<file path="config.mk">
export PLATFORM = sky130hd
export DESIGN_NAME = spi_master_multi
export DESIGN_NICKNAME = d
export VERILOG_FILES = /design/src/rtl/spi_master_multi.sv
export SDC_FILE = /design/constraint.sdc
export NUM_CORES = 1
export LEC_CHECK = 0
export ABC_CLOCK_PERIOD_IN_PS = 2350
export BUFFER_PORTS_ARGS = -buffer_cell sky130_fd_sc_hd__buf_2
export CELL_PAD_IN_SITES_DETAIL_PLACEMENT = 1
export CELL_PAD_IN_SITES_GLOBAL_PLACEMENT = 2
export CORE_MARGIN = 2
export CORE_UTILIZATION = 34
export DETAILED_ROUTE_END_ITERATION = 16
export PLACE_DENSITY = 0.85
export SETUP_SLACK_MARGIN = 0.05
export SYNTH_ARGS = -nofsm -noshare
export SYNTH_HDL_FRONTEND = slang
export SYNTH_SLANG_ARGS = --single-unit
</file>
<file path="constraint.sdc">
create_clock -name clk -period 2.35 [get_ports clk]
set_clock_uncertainty 0.2 [all_clocks]
set_input_delay 0.47 -clock clk [delete_from_list [all_inputs] [get_ports clk]]
set_output_delay 0.47 -clock clk [all_outputs]
set_load 0.005 [all_outputs]
</file>
<file path="src/rtl/spi_master_multi.sv">
// spi_master_multi: SPI master with run-time CPOL/CPHA/bit order and NUM_CS one-hot-low chip selects.
module spi_master_multi #(
  parameter int DATA_W = 8,
  parameter int HALF_DIV = 2,
  parameter int NUM_CS = 4,
  localparam int CS_W = $clog2(NUM_CS)
) (
  input  logic              clk,
  input  logic              rst,
  input  logic              start,
  input  logic              abort,
  input  logic              cpol,
  input  logic              cpha,
  input  logic              lsb_first,
  input  logic [CS_W-1:0]   cs_sel,
  input  logic [DATA_W-1:0] data_in,
  input  logic              miso,
  output logic              sck,
  output logic              mosi,
  output logic [NUM_CS-1:0] cs_n,
  output logic [DATA_W-1:0] data_out,
  output logic              busy,
  output logic              new_data
);
  typedef enum logic [1:0] {IDLE, SETUP, TRANSFER, HOLD} state_t;
  localparam int TOG_W = $clog2(2*DATA_W+1);
  localparam logic [7:0] DIV_MAX = 8'(HALF_DIV-1);
  localparam logic [TOG_W-1:0] TOG_LAST = TOG_W'(2*DATA_W);
  state_t r_state, w_next;
  logic [7:0] r_div;
  logic [TOG_W-1:0] r_tog;
  logic r_cpol, r_cpha, r_lsb, r_sck, r_mosi, r_new_data;
  logic [CS_W-1:0] r_cs_sel;
  logic [DATA_W-1:0] r_tx, r_rx, r_data_out;
  logic w_div_end, w_edge, w_last, w_sample, w_shift, w_tx_bit, w_first, w_done;
  logic [TOG_W-1:0] w_tog_n;
  logic [DATA_W-1:0] w_tx_nxt, w_rx_nxt, w_in_shifted;
  assign w_div_end = r_div == DIV_MAX;
  assign w_tog_n = r_tog + TOG_W'(1);
  assign w_edge = r_state == TRANSFER && w_div_end;
  assign w_last = w_tog_n == TOG_LAST;
  // odd toggles are leading edges; cpha picks which parity samples and which shifts
  assign w_sample = w_edge && (w_tog_n[0] ^ r_cpha);
  assign w_shift = w_edge && (r_cpha ? w_tog_n[0] : (!w_tog_n[0] && !w_last));
  assign w_tx_bit = r_lsb ? r_tx[0] : r_tx[DATA_W-1];
  assign w_tx_nxt = r_lsb ? r_tx >> 1 : r_tx << 1;
  assign w_rx_nxt = r_lsb ? {miso, r_rx[DATA_W-1:1]} : {r_rx[DATA_W-2:0], miso};
  assign w_first = lsb_first ? data_in[0] : data_in[DATA_W-1];
  assign w_in_shifted = lsb_first ? data_in >> 1 : data_in << 1;
  assign w_done = r_state == HOLD && w_div_end && !abort;
  always_ff @(posedge clk or negedge rst) begin
    if (!rst) r_state <= IDLE;
    else r_state <= w_next;
  end
  always_comb begin
    w_next = r_state;
    unique case (r_state)
      IDLE:     w_next = start ? SETUP : IDLE;
      SETUP:    w_next = w_div_end ? TRANSFER : SETUP;
      TRANSFER: w_next = (w_edge && w_last) ? HOLD : TRANSFER;
      HOLD:     w_next = w_div_end ? IDLE : HOLD;
    endcase
    if (abort && r_state != IDLE) w_next = IDLE;
  end
  always_ff @(posedge clk or negedge rst) begin
    if (!rst) begin
      r_div <= '0;
      r_tog <= '0;
      r_cpol <= 1'b0;
      r_cpha <= 1'b0;
      r_lsb <= 1'b0;
      r_cs_sel <= '0;
      r_tx <= '0;
      r_rx <= '0;
      r_sck <= 1'b0;
      r_mosi <= 1'b0;
      r_new_data <= 1'b0;
      r_data_out <= '0;
    end else begin
      r_new_data <= w_done;
      if (w_done) r_data_out <= r_rx;
      r_div <= (r_state == IDLE || w_next == IDLE || w_div_end) ? '0 : r_div + 8'd1;
      r_tog <= (w_next == IDLE) ? '0 : (w_edge ? w_tog_n : r_tog);
      if (r_state == IDLE) begin
        r_sck <= cpol;
        if (start) begin
          r_cpol <= cpol;
          r_cpha <= cpha;
          r_lsb <= lsb_first;
          r_cs_sel <= cs_sel;
          r_rx <= '0;
          r_tx <= cpha ? data_in : w_in_shifted;
          if (!cpha) r_mosi <= w_first;
        end
      end else if (abort) begin
        r_sck <= r_cpol;
      end else begin
        if (w_edge) r_sck <= ~r_sck;
        if (w_shift) begin
          r_mosi <= w_tx_bit;
          r_tx <= w_tx_nxt;
        end
        if (w_sample) r_rx <= w_rx_nxt;
      end
    end
  end
  always_comb begin
    cs_n = '1;
    for (int i = 0; i < NUM_CS; i++)
      if (busy && r_cs_sel == CS_W'(i)) cs_n[i] = 1'b0;
  end
  assign busy = r_state != IDLE;
  assign sck = r_sck;
  assign mosi = r_mosi;
  assign data_out = r_data_out;
  assign new_data = r_new_data;
endmodule

</file>
# Yosys cells after proc, flatten, opt, wreduce, memory -nomap -nowiden
# Index checks and enable logic that the tools add are counted.
word_totals:
  elab_cells: 93
  regBits: 47
  out_inout_bits: 16
  in_bits: 18
op_classes:
  eq_ne: 11
  bitwise: 2
  mux: 36
  n_reduce_logical: 29
  add_sub_neg: 2
op_table:
  columns: ["operator", "count"]
  rows:
  - ["$mux 8", 13]
  - ["$mux 1", 17]
  - ["$logic_and 1x1->1", 12]
  - ["$mux 5", 2]
  - ["$add 8x1->8 const B", 1]
  - ["$eq 2x2->1 const B", 4]
  - ["$eq 8x1->1 const B", 1]
  - ["$pmux 2 s4", 1]
  - ["$reduce_bool 2->1", 4]
  - ["$logic_not 2->1", 3]
  - ["$mux 2", 3]
  - ["$reduce_and 3->1", 2]
  - ["$add 5x1->5 const B", 1]
  - ["$eq 5x5->1 const B", 1]
  - ["$eq 2x1->1 const B", 2]
  - ["$ne 2x2->1 const B", 2]
  - ["$reduce_and 4->1", 1]
  - ["$logic_not 1->1", 3]
  - ["$reduce_bool 3->1", 1]
  - ["$logic_or 1x1->1", 2]
  - ["$ne 2x1->1 const B", 1]
  - ["$reduce_and 2->1", 1]
  - ["$not 1->1", 1]
  - ["$xor 1x1->1", 1]

# Longest topological paths before layout
depth:
  depth_word: 10
  ltp_mapped: 7
  ltp_nobuf: 7

# Worst setup path before layout
# No wires, ideal clock.
synth_timing:
  kind: "register to register"
  startpoint: "register r_div[1]"
  endpoint: "register r_tx[0]"
  stages_incl_launch_ff: 8
  path_buffers: 0
  setup_slack_ns: -0.140
  t_required_ns: 2.025
  t_arrival_ns: 2.165
  period_less_slack_ns: 2.490
  setup_ns: 0.125
  cell_sequence: "dfrtp_1 -> inv_1 -> ha_1 -> or4b_4 -> nor4_4 -> and4bb_4 -> a21boi_4 -> mux2_4"
synth_via:
  elab_chain_len: 5
synth_rtl:
  columns: ["item", "line", "text"]
  rows:
  - ["from (decl)", "30", "logic [7:0] r_div;"]
  - ["from (signal assigned)", "82", "r_div <= (r_state == IDLE || w_next == IDLE || w_div_end) ? '0 : r_div + 8'd1;"]
  - ["$eq 8x1->1", "38", "assign w_div_end = r_div == DIV_MAX;"]
  - ["$logic_and 1x1->1", "40", "assign w_edge = r_state == TRANSFER && w_div_end;"]
  - ["$logic_and 1x1->1", "44", "assign w_shift = w_edge && (r_cpha ? w_tog_n[0] : (!w_tog_n[0] && !w_last));"]
  - ["$reduce_bool 2->1 (no line)", null, null]
  - ["$reduce_and 3->1 (no line)", null, null]
  - ["to (signal assigned)", "92", "r_tx <= cpha ? data_in : w_in_shifted;"]
  - ["to (signal assigned)", "101", "r_tx <= w_tx_nxt;"]
  - ["to (decl)", "34", "logic [DATA_W-1:0] r_tx, r_rx, r_data_out;"]
# No other way between the ends.
# A chain may end at the register's enable or synchronous reset.

# Worst setup path after layout
layout_timing:
  startpoint: "register r_div[1]"
  endpoint: "register r_tx[5]"
# Same word-level chain as after synthesis.

==> results.md <==
* Status: finished with violations
* Failing checks: setup timing
* Largest net degree at the start of global routing at 28
* Die span in x at 91.05 um
* Main area contributors after synthesis: dfrtp_1, mux2_2, mux2i_1
* Leak at 1.563 nW
* Routability cong. at ~0.78
* Design area at roughly 0.0032 mm2
* CP Capture Type: flip-flop
* RSZ-0062 raised after global routing: true
* Max Clk Rate at about 420 MHz
* Tot Pwr at roughly 0.0026 W
* Syn avg cell area at ~11 um2
* DR iter-0 viols at 53
* Vias at between 1500 and 2000
* Top-area cell type share of the netlist area at a little under half
* Least-Margin Pin Slew at around 510 ps
* Core ar. at around 0.0073 mm2
* ANT nets after route at 0
* Residual DRC at 0
* # setup viols final at 15
* Ys Warns at 0
* Total track usage at between 15 and 20%
* Dpl cell area at a little under 0.003 mm2
* Worst Hold Class: in -> reg
* H-tree depth at 2
* Area Growth Syn to Fin at 23.51%
* CTS Buffer Depth at 2
* Setup_tns at -387.0 ps
* Crit path arrival time at 2380 ps
* CP required at ~2300 ps
* PwrDens at 815.2 mW/mm2
* Reg2Reg Depth at 8
* Routed WL per cell at between 15 and 20 um
* # diodes at 0
* PortBufs at 33
* Global-route wire length before repair at 10200 um
* Clock period minus worst slack at around 2400 ps
* Hold Path Stages at 2
* Die Height at 91.05 um
* Initial core utilization at between 30% and 40%
* Main synth FF type: dfrtp_1
* Clock latency on the worst-skew pair at approximately 300 ps
* Asr flop ratio synth at 100.0%
* Max Slew Vio Count at 0
* Final hold violation count at 0
* Synthesized cell area at 0.002576 mm2
* Worst hold slack at between 200 and 250 ps
* Clock transition at path regs at ~90 ps
* Share of cells above drive strength 1 at 34.47%
* Initial antenna violation count at 0
* Total wire length at 6038 um
* Count of cell types in the netlist at 37
* Final core utilization at a little over two fifths
* # rows at 31
* CP Class: reg -> reg
* Die Area at 0.008289 mm2
* Crit-path max FO at 8
* Io pins at 34
* Post-synthesis sequential area ratio at ~46%
* Vias in the first global route at roughly 2000
* Setup slack after layout at -43.75 ps
* CTS Buf Count at 5
* Global-route congestion overflow total at 0
* Root Driver: clkbuf_8
* Startpoint types: flip-flop
* HPWL reported at the end of detailed placement at roughly 4400 um
* Via/cell ratio at around 5.0
* Syn_nets at around 260
* Final #Nets at 315
* CTS tree: built
* Drt pass-1 iters at 4
* Slew margin rel. at 65.86%
* Max-capacitance violation count at 0
* Post-route clock period utilization at 101.9%
* Leading area contributor after synthesis: dfrtp_1
* Seq cells post-synth at 47
* Clk sinks at 47
* Cells after synthesis at roughly 240
* Max IR drop VDD at ~470 uV
* Post-synth EDFFs at 0
timing repair:
item	CTS	global route
setup endpoints to repair	25	25
pin swaps	2	4
resized for setup	13	7
hold buffers	1	0
hold endpoints to repair	20	0
buffers inserted	3	4
per-layer routing:
layer,share of wire [%],track usage [%],vias to the layer above
met5,0,0,-
met4,1.2,4.167,0
met3,2.8,2.739,7
met2,47,24.20,30
met1,49,21.27,972
li1,-,-,942
power breakdown:
part	leakage (nW)	switching (W)	internal, W
logic	0.891	0.000442	0.000515
registers	0.626	0.000171	0.000972
clock network	0.0470	0.000262	0.000231
per-stage QoR:
stage | setup slack [ps] | std cells
CTS | -49.83 | 388
finish | -43.75 | 392
global route | -165.7 | 392
detailed placement | -84.24 | 377
global placement | 0.5831 | 377
floorplan | -64.20 | 241
layout by cell type, fill, tap and decap left out, types with 2 or more instances in the layout:
cell type  count
nor4_4         2
or3_1          2
a21oi_1        6
ha_1           4
o21ai_1        3
and3_1         2
nor3_1         3
mux2i_1       23
dfrtp_1       47
xor2_1         9
nor2_1        26
buf_4         16
o21ai_0       15
buf_6          4
buf_2         33
nand3_1        8
inv_1          5
mux2_2        14
xnor2_1        4
mux2_4        17
clkbuf_8       6
nand2_1       22
nand3b_1       2
sequential cells by signal (all words and copies together), names as in the netlist, 2 cells and up:
register and cells:
r_rx 8, r_div 8, r_cs_sel 2, r_tog 5
r_state 2, data_out 8, r_tx 8
cells by family after synthesis:
family                   Yosys count  synth area share (%)
AND/OR/NAND/NOR                   79                 15.54
multiplexers                      54                 23.65
flip-flops                        47                 45.65
AO/OA/AOI/OAI                     29                 6.606
buffers and inverters             15                 2.185
XOR/XNOR                          13                 4.420
adder cells (fa/ha/maj)            4                 1.943
worst max-delay path: stages (launching register included):
cell      delay [ps]
dfrtp_1          380
inv_1             50
ha_1             120
or4b_4           490
buf_6            150
nor4_4           160
and4bb_4         290
a21boi_4         120
mux2_4           330
cell usage after synthesis, types with 2 or more instances:
cell      number
inv_1          5
xor2_1         9
a21oi_1        6
o21ai_1        2
xnor2_1        4
nand3b_1       2
or3_1          2
nor3_1         3
mux2_4         8
mux2i_1       23
clkbuf_1       9
dfrtp_1       47
nand3_1        8
ha_1           4
nor2_1        27
nand2_1       24
mux2_2        22
o21ai_0       16
and3_1         2
area by class of cell:
class,instances,area (um2)
clock inverter,1,5.005
inverter,5,18.77
multi-input combinational,179,1415
sequential,47,1176
tap,99,123.9
timing repair buffer,55,360.3
fill,846,4110
clock buffer,6,82.58
final timing paths:
kind	from	end	slack (ps)
min in group asynchronous	rst	data_out[3]	470
max in group asynchronous	rst	r_div[2]	960
min	cs_sel[1]	r_cs_sel[1]	220
max reg2reg	r_div[1]	r_tx[5]	-40
max	r_div[1]	r_tx[5]	-40
min reg2reg	data_out[2]	data_out[2]	310
No activity file was read; power rests on OpenSTA's default activity.
